$ cat config.mk
export PLATFORM = sky130hd
export DESIGN_NAME = fuente_pulsos_conteo
export DESIGN_NICKNAME = d
export VERILOG_FILES = /design/src/rtl/fuente_pulsos_conteo_pkg.sv /design/src/rtl/fuente_pulsos_conteo_debounce_sync.sv /design/src/rtl/fuente_pulsos_conteo.sv
export SDC_FILE = /design/constraint.sdc
export NUM_CORES = 1
export LEC_CHECK = 0
export ABC_CLOCK_PERIOD_IN_PS = 1850
export CAP_MARGIN = 20
export CORE_ASPECT_RATIO = 1.25
export CORE_UTILIZATION = 30
export CTS_CLUSTER_SIZE = 10
export DETAILED_ROUTE_END_ITERATION = 6
export GPL_TIMING_DRIVEN = 0
export PLACE_DENSITY = 0.46
export RECOVER_POWER = 50
export SETUP_SLACK_MARGIN = 0.3
export SYNTH_ARGS = -nofsm -noshare
export SYNTH_HDL_FRONTEND = slang
export SYNTH_SLANG_ARGS = --single-unit
$ cat constraint.sdc
create_clock -name clk -period 1.85 [get_ports clk]
set_input_delay 0.2775 -clock clk [delete_from_list [all_inputs] [get_ports clk]]
set_output_delay 0.2775 -clock clk [all_outputs]
set_load 0.03 [all_outputs]
$ cat src/rtl/fuente_pulsos_conteo_pkg.sv
// Shared definitions for the counter clock-source producer.
// Holds the default timing constants (derived from the system clock rate),
// the source-select encoding and a counter-width helper.
package fuente_pulsos_conteo_pkg;

  localparam int CLK_HZ          = 50_000_000;
  localparam int DEF_DIV_COUNT   = CLK_HZ / 10;   // 10 Hz tick
  localparam int DEF_DEB_COUNT   = CLK_HZ / 100;  // 10 ms debounce window
  localparam int DEF_SYNC_STAGES = 2;

  typedef enum logic {
    SRC_AUTO   = 1'b0,
    SRC_MANUAL = 1'b1
  } src_e;

  // Width of a counter that must hold 0..n-1; never narrower than one bit.
  function automatic int cnt_width(input int n);
    return (n > 1) ? $clog2(n) : 1;
  endfunction

endpackage

$ cat src/rtl/fuente_pulsos_conteo_debounce_sync.sv
// debounce_sync: synchroniser chain followed by a stable-count debouncer.
//   clk      system clock
//   rst      synchronous active-high reset
//   din_i    raw asynchronous input
//   level_o  debounced level; changes DEB_COUNT cycles after the
//            synchronised input settles at a new value
//   rise_o   one-cycle pulse in the first cycle level_o reads 1
module debounce_sync
  import fuente_pulsos_conteo_pkg::*;
#(
  parameter int SYNC_STAGES = DEF_SYNC_STAGES,
  parameter int DEB_COUNT   = DEF_DEB_COUNT
) (
  input  logic clk,
  input  logic rst,
  input  logic din_i,
  output logic level_o,
  output logic rise_o
);

  localparam int              CW       = cnt_width(DEB_COUNT);
  localparam logic [CW-1:0]   CNT_LAST = CW'(DEB_COUNT - 1);

  logic [SYNC_STAGES-1:0] sync_q, sync_d;
  logic [CW-1:0]          cnt_q, cnt_d;
  logic                   level_q, level_d;
  logic                   rise_q, rise_d;
  logic                   din_s;

  always_comb begin
    sync_d  = {sync_q[SYNC_STAGES-2:0], din_i};
    din_s   = sync_q[SYNC_STAGES-1];
    cnt_d   = '0;
    level_d = level_q;
    rise_d  = 1'b0;
    if (din_s != level_q) begin
      // Last stable cycle reached: commit the new level and restart.
      if (cnt_q == CNT_LAST) begin
        level_d = ~level_q;
        rise_d  = ~level_q;
      end else begin
        cnt_d = cnt_q + CW'(1);
      end
    end
  end

  always_ff @(posedge clk) begin
    if (rst) begin
      sync_q  <= '0;
      cnt_q   <= '0;
      level_q <= 1'b0;
      rise_q  <= 1'b0;
    end else begin
      sync_q  <= sync_d;
      cnt_q   <= cnt_d;
      level_q <= level_d;
      rise_q  <= rise_d;
    end
  end

  assign level_o = level_q;
  assign rise_o  = rise_q;

endmodule

$ cat src/rtl/fuente_pulsos_conteo.sv
// fuente_pulsos_conteo: produces the single-cycle count enable for the
// BCD counter from either a free-running 10 Hz divider or a debounced
// pushbutton, chosen by a debounced slide switch.
//   clk        system clock
//   rst        synchronous active-high reset
//   pulsa      raw pushbutton (1 = pressed)
//   selector   raw slide switch (0 = auto tick, 1 = manual button)
//   step_en    registered one-cycle count enable
//   tick10     one-cycle pulse every DIV_COUNT cycles
//   btn_level  debounced button level
//   src_sel    debounced, effective selector value
module fuente_pulsos_conteo
  import fuente_pulsos_conteo_pkg::*;
#(
  parameter int DIV_COUNT   = DEF_DIV_COUNT,
  parameter int DEB_COUNT   = DEF_DEB_COUNT,
  parameter int SYNC_STAGES = DEF_SYNC_STAGES
) (
  input  logic clk,
  input  logic rst,
  input  logic pulsa,
  input  logic selector,
  output logic step_en,
  output logic tick10,
  output logic btn_level,
  output logic src_sel
);

  localparam int            DW       = cnt_width(DIV_COUNT);
  localparam logic [DW-1:0] DIV_LAST = DW'(DIV_COUNT - 1);

  logic [DW-1:0] cnt_div_q, cnt_div_d;
  logic          step_en_q, step_en_d;
  logic          sel_prev_q;
  logic          btn_pulse;
  logic          sel_rise_unused;
  logic          sel_fall;
  logic          tick;
  logic          src_pulse;

  debounce_sync #(
    .SYNC_STAGES (SYNC_STAGES),
    .DEB_COUNT   (DEB_COUNT)
  ) u_btn (
    .clk     (clk),
    .rst     (rst),
    .din_i   (pulsa),
    .level_o (btn_level),
    .rise_o  (btn_pulse)
  );

  // Entering manual mode needs no special edge handling: the tick path is
  // deselected by the mux itself, and a button held through reset must still
  // produce its single step when both debouncers settle on the same cycle.
  debounce_sync #(
    .SYNC_STAGES (SYNC_STAGES),
    .DEB_COUNT   (DEB_COUNT)
  ) u_sel (
    .clk     (clk),
    .rst     (rst),
    .din_i   (selector),
    .level_o (src_sel),
    .rise_o  (sel_rise_unused)
  );

  always_comb begin
    tick      = (cnt_div_q == DIV_LAST);
    sel_fall  = sel_prev_q & ~src_sel;
    cnt_div_d = tick ? '0 : cnt_div_q + DW'(1);
    // Restart the divider on return to auto so the first auto step is a
    // full period away; the tick of the switch cycle itself is dropped.
    if (sel_fall) begin
      cnt_div_d = '0;
    end
    src_pulse = (src_e'(src_sel) == SRC_MANUAL) ? btn_pulse : tick;
    step_en_d = src_pulse & ~sel_fall;
  end

  always_ff @(posedge clk) begin
    if (rst) begin
      cnt_div_q  <= '0;
      step_en_q  <= 1'b0;
      sel_prev_q <= 1'b0;
    end else begin
      cnt_div_q  <= cnt_div_d;
      step_en_q  <= step_en_d;
      sel_prev_q <= src_sel;
    end
  end

  assign step_en = step_en_q;
  assign tick10  = tick;

endmodule

==> out/summary.txt, run 1 <==
Status: finished with violations
Failing checks: negative setup slack
Antenna diode count: 0
Internal power: 0.00267 W
Register-to-register setup slack: -0.01 ns
I/O Buffers: 7
TritonRoute pass-1 iters: 4
FMAX: 528 MHz
Top cell type by total area after synthesis: dfxtp_1
Final setup vio count: 3
Sequential power share: 44.6%
Worst hold slack: 0.434 ns
P_leak: 1.35 nW
Synthesized instance count: 347
Max VDD drop: 410 uV
Core Util, Final: 42.2%
Drt wl/cell: 12.9 um
Grt met2 use: 23.5%
Fin. max-slew vios: 0
Pre-CTS WS: -0.454 ns
GP Congestion: 0.713
Max Cap Viol: 0
Vias/cell: 4.95
Synthesis Warnings: 0
Mapped cell area: 3080 um^2
RSZ-0062 raised after global routing: true
Synth top area cells: dfxtp_1 (46%), xor2_1 (6.0%), nor2_1 (5.1%)
Die area: 10700 um^2
Power per standard cell area: 800 nW/um^2
Clock Power Share: 53.0%
Final WS setup: -0.0431 ns
Clock Pin Slew Worst Setup and Hold Paths: 0.06 ns
CTS root buf: clkbuf_16
Core Area: 10100 um^2
CTS HTree Levels: 3
Count leader, synth: dfxtp_1
Final WL: 6820 um
Chip height: 115 um
Worst stage delay on the critical path: 0.51 ns
Largest fanout on the critical path: 5
Die width: 92.6 um
Hold Path Class: flop to flop
WP buf/inv: 1
Syn_area_per_cell: 8.87 um^2
Synth Register Bits: 70
Critical path capture point type: primary output
Global Route met3 Usage: 3.31%
GRT busiest layer: met2
Largest net degree at the start of global routing: 14
Synth Flop Type: dfxtp_1
Total grt overflow: 0
Crit path max-delay family: simple AND/OR/NAND/NOR gates
First DRT Iteration DRCs: 52
CTS Buf Count: 9
Slew HR: 63.1%
FP Rows: 41
Commonest cells post-synth: dfxtp_1 (70), nor2_1 (42), a21oi_1 (23)
Post-synth top area share: 45.5%
Net Sw Power: 0.000724 W
Final worst-path cycle share: 102%
Syn_nets: 354
Switching Fraction: 21.3%
Vias in the first global route: 2538
Area grow syn2layout: 37.9%
Fraction of layout cells with a size suffix above 1: 34.7%
CP arrival: 1.62 ns
Post-synthesis cell type count: 38
Setup TNS: -0.0595 ns
Io pins: 8
Skew-Pair Late Insertion Delay: 0.33 ns
Nets: 403
Critical path class: flop to primary output
DR DRC count: 0
Synth async-reset ratio: 0%
Post-DRT Antenna Nets: 0
CP max-delay cell: or4_4
Sequential share of the synthesized area: 45.5%
Clk_skew: 0.00812 ns
Startpoint types: flop
Minimum clock period: 1.89 ns
Initial antenna violation count: 0
Worst EP required: 1.57 ns
Worst slew pin tran: 0.554 ns
Via count: 2625
First-pass GRT wire length: 11600 um
CTS Sinks: 70
Comb pwr share: 2.4%
Starting Density: 30.6%
Routing usage on met1: 16.6%
CTS tree: yes
Total GRT Usage: 13.8%
Dpl hpwl: 4370 um
Max clock buf depth: 2
Final Hold Violating Endpoints: 0
Post-synth EDFFs: 0
Crit path cell chain: ha_4, nand2_4, or4_4, nor2_4, buf_6
## layout make-up
cell class                 count  area (um^2)
clock inverter                 6         66.3
inverter                      12         45.0
clock buffer                  10          250
sequential                    70         1460
fill                        1029         5810
buffer                         9         75.1
multi-input combinational    256         1870
tap                          129          161
timing repair buffer          38          320
## power groups by stage
stage / combinational [W] / clock (W) / sequential, W
2_1_floorplan: 0.0000405 / 0 / 0.00156
3_3_place_gp: 0.0000587 / 0 / 0.00156
3_5_place_dp: 0.0000595 / 0 / 0.00156
4_1_cts: 0.0000823 / 0.00186 / 0.00152
5_1_grt: 0.0000912 / 0.00193 / 0.00152
6_report: 0.0000803 / 0.00180 / 0.00152
## timing repair
action | CTS | global route
setup buffers | 29 | 1
hold buffers | 0 | 0
pin swaps | 33 | 4
resized for setup | 65 | 28
endpoints found under the setup margin | 65 | 60
gates cloned | 1 | 0
## cell families (layout without fill, tap and decap cells)
group                    count (synthesis)  count (layout)  share of synthesized area (%)
AND/OR/NAND/NOR                        165             165                           30.2
buffers and inverters                   21              75                           3.17
XOR/XNOR                                35              35                           9.96
AO/OA/AOI/OAI                           53              53                           10.0
flip-flops                              70              70                           45.5
adder cells (fa/ha/maj)                  3               3                           1.22
## layout by cell type (no fill, tap or decap), types with 3 or more instances in the layout
cell           Yosys  layout
a21oi_1           23      16
a21oi_2            2       9
and4_1             8       4
and4_4             0       4
buf_4              0      24
buf_6              2      12
clkbuf_16          0      10
clkbuf_2           0       4
dfxtp_1           70      43
dfxtp_2            0      16
dfxtp_4            0      11
dlygate4sd2_1      0       3
inv_1             12      12
nand2_1           19      18
nand3_1           22      19
nand4_1           13      13
nor2_1            42      33
nor2_2             0       3
nor2_4             0       6
nor2b_1            4       4
nor3_1             3       3
nor4_1             6       3
o21ai_0           12      12
o31ai_1           13      12
or3_1             13      10
or3_4              0       3
or4_1             12       7
or4_4              3       8
xnor2_1           14      14
xor2_1            21      21
## final timing paths
path / from / endpoint / depth (start not counted)
worst max register to register: cnt_div_q[0] / cnt_div_q[17] / 6
worst min register to register: u_sel.sync_q[0] / u_sel.sync_q[1] / 1
worst max-delay path: cnt_div_q[0] / tick10 / 5
worst min-delay path: u_sel.sync_q[0] / u_sel.sync_q[1] / 1
## flip-flops by register name, indices dropped and copies added, names as in the netlist
| name | cells |
|---|---|
| cnt_div_q | 23 |
| u_btn.level_o | 1 |
| u_btn.cnt_q | 19 |
| u_sel.sync_q | 2 |
| u_btn.sync_q | 2 |
| sel_prev_q | 1 |
| u_sel.level_o | 1 |
| u_btn.rise_o | 1 |
| step_en | 1 |
| u_sel.cnt_q | 19 |
## worst reg2reg max path, stage by stage (launching register included)
cell and delay (ns):
dfxtp_4 0.35, buf_4 0.12, and3_4 0.18, or4b_4 0.47, buf_6 0.15, or4_1 0.39, a21oi_1 0.13
## layer usage
metal | share of wire, % | vias to the layer above
met5 | 0 | -
met3 | 2.3 | 10
met2 | 49 | 16
li1 | - | 1357
met1 | 47 | 1242
met4 | 1.8 | 0
## metrics by stage
step	std cells	area [um^2]	total power, W
detailed placement	483	3470	0.00162
global route	530	4250	0.00353
finish	530	4250	0.00340
global placement	483	3470	0.00162
floorplan	347	3240	0.00160
CTS	529	4200	0.00345
(Power assumes the default switching activity.)
==> run 2, diff against run 1 <==
- CORE_MARGIN: default -> 10
==> run 2 against run 1 <==
Net effect: the run still ends with negative setup slack left; final cell count up 1.5%; clock power down 13%; critical path depth unchanged; largest cell class unchanged; sequential share of layout area down 0.71 points; final area up 2.7%; largest power group unchanged; via count up 3.0%.
==> out/summary.txt, run 2 (synthesized netlist as in run 1, its figures left out) <==
Status: finished with violations
Failing checks: negative setup slack
Internal power: 0.00245 W
Max clock buf depth: 2
Most frequent cells in the layout: dfxtp_1 (34), buf_4 (31), nor2_1 (30)
P_leak: 1.38 nW
Final WS setup: -0.0492 ns
Switching Fraction: 22.4%
Total grt overflow: 0
Clk_skew: 0.00690 ns
CTS HTree Levels: 3
Via count: 2704
Minimum clock period: 1.90 ns
Dpl hpwl: 4430 um
Final worst-path cycle share: 103%
First DRT Iteration DRCs: 76
Comb pwr share: 2.6%
Total GRT Usage: 9.79%
Net Sw Power: 0.000705 W
Critical path class: flop to primary output
Power per standard cell area: 723 nW/um^2
Clock Power Share: 49.3%
CTS tree: yes
Hold path endpoint: u_sel.sync_q[1]
Commonest non-fill, non-tap cell in the layout: dfxtp_1
Max Cap Viol: 0
Worst hold start: u_sel.sync_q[0]
Die area: 14700 um^2
First-pass GRT wire length: 12200 um
Critical path capture point type: primary output
Slew HR: 63.7%
CTS root buf: clkbuf_16
GP Congestion: 0.772
Final WL: 7090 um
Io pins: 8
Fin area: 4360 um^2
Startpoint of the worst-slack reg-to-reg timing path: cnt_div_q[0]
Setup TNS: -0.103 ns
Initial antenna violation count: 0
Core Util, Final: 43.4%
Largest fanout on the critical path: 4
Largest net degree at the start of global routing: 13
Fraction of layout cells with a size suffix above 1: 40.6%
Register-to-register setup slack: -0.03 ns
Skew-Pair Late Insertion Delay: 0.33 ns
Dpl cell area: 3470 um^2
Vias in the first global route: 2594
Die width: 111 um
Drt wl/cell: 13.2 um
CTS Sinks: 70
CP max-delay cell: or4_4
R2R depth: 6
RSZ-0062 raised after global routing: true
I/O Buffers: 7
Worst hold slack: 0.431 ns
Final Hold Violating Endpoints: 0
Max VDD drop: 551 uV
Max FFs per register: 23
Worst slew pin tran: 0.545 ns
Antenna diode count: 0
Worst hold stages: 1
FMAX: 527 MHz
DR DRC count: 0
Worst EP required: 1.57 ns
Vias/cell: 5.03
Fin. max-slew vios: 0
Final setup vio count: 7
CP arrival: 1.62 ns
WP buf/inv: 1
CTS Hold Buffers Added: 0
Worst stage delay on the critical path: 0.50 ns
Largest regs: cnt_div_q: 23 flops, u_btn.cnt_q: 19 flops, u_sel.cnt_q: 19 flops
Nets: 411
Crit path cell chain: ha_4, nand2_4, or4_4, nor2_4, buf_6
Area grow syn2layout: 41.6%
Final Total Pwr: 0.00316 W
Core Area: 10100 um^2
Register area: 1470 um^2
Crit path max-delay family: simple AND/OR/NAND/NOR gates
FILL cells: 1023
TritonRoute pass-1 iters: 4
Largest Register: cnt_div_q
Sequential power share: 48.1%
CTS Buf Count: 9
Clock Pin Slew Worst Setup and Hold Paths: 0.06 ns
Hold Path Class: flop to flop
FP Rows: 41
Chip height: 133 um
Starting Density: 30.6%
Multi-input combinational cell area: 1940 um^2
Post-DRT Antenna Nets: 0
RR Endpoint: cnt_div_q[17]
Startpoint types: flop
run 2: power by group through the flow:
stage / clock network, W / registers [W] / logic (W)
floorplan: 0 / 0.00156 / 0.0000405
global placement: 0 / 0.00156 / 0.0000583
detailed placement: 0 / 0.00156 / 0.0000589
CTS: 0.00161 / 0.00152 / 0.0000794
global route: 0.00169 / 0.00152 / 0.0000905
finish: 0.00156 / 0.00152 / 0.0000809
run 2: worst max-delay path by stage:
stage / start / endpoint / slack (ns) / cells past startpoint
6_report: cnt_div_q[1] / tick10 / -0.05 / 5
5_1_grt: cnt_div_q[17] / tick10 / -0.13 / 4
4_1_cts: cnt_div_q[1] / tick10 / -0.07 / 5
3_5_place_dp: cnt_div_q[0] / tick10 / -0.46 / 5
3_3_place_gp: cnt_div_q[0] / tick10 / -0.47 / 5
2_1_floorplan: cnt_div_q[2] / cnt_div_q[18] / 0.08 / 5
run 2: what timing repair did:
item | 4_1_cts | 5_1_grt
setup buffers | 32 | 5
gates cloned | 2 | 0
resized for setup | 72 | 47
pin swaps | 34 | 8
endpoints found under the setup margin | 65 | 59
run 2: stage by stage:
step	setup slack (ns)	cells
global route	-0.128	538
global placement	-0.465	483
floorplan	0.0800	347
CTS	-0.0722	533
finish	-0.0492	538
detailed placement	-0.460	483
run 2: layer usage:
metal / GRT usage [%] / vias to the layer above / wire length [um]
met1: 11.9 / 1290 / 3280
met3: 2.47 / 9 / 169
met4: 4.78 / 0 / 105
li1: - / 1374 / -
met5: 0 / - / 0
met2: 15.7 / 31 / 3530
run 2: final cells by class:
class,instances,area share (%)
Timing Repair Buffer,46,8.75
Buffer,9,2.09
Tap cell,129,3.70
Clock buffer,10,5.25
Clock inverter,6,0.861
Sequential cell,70,33.7
Multi-Input combinational cell,256,44.6
Inverter,12,1.03
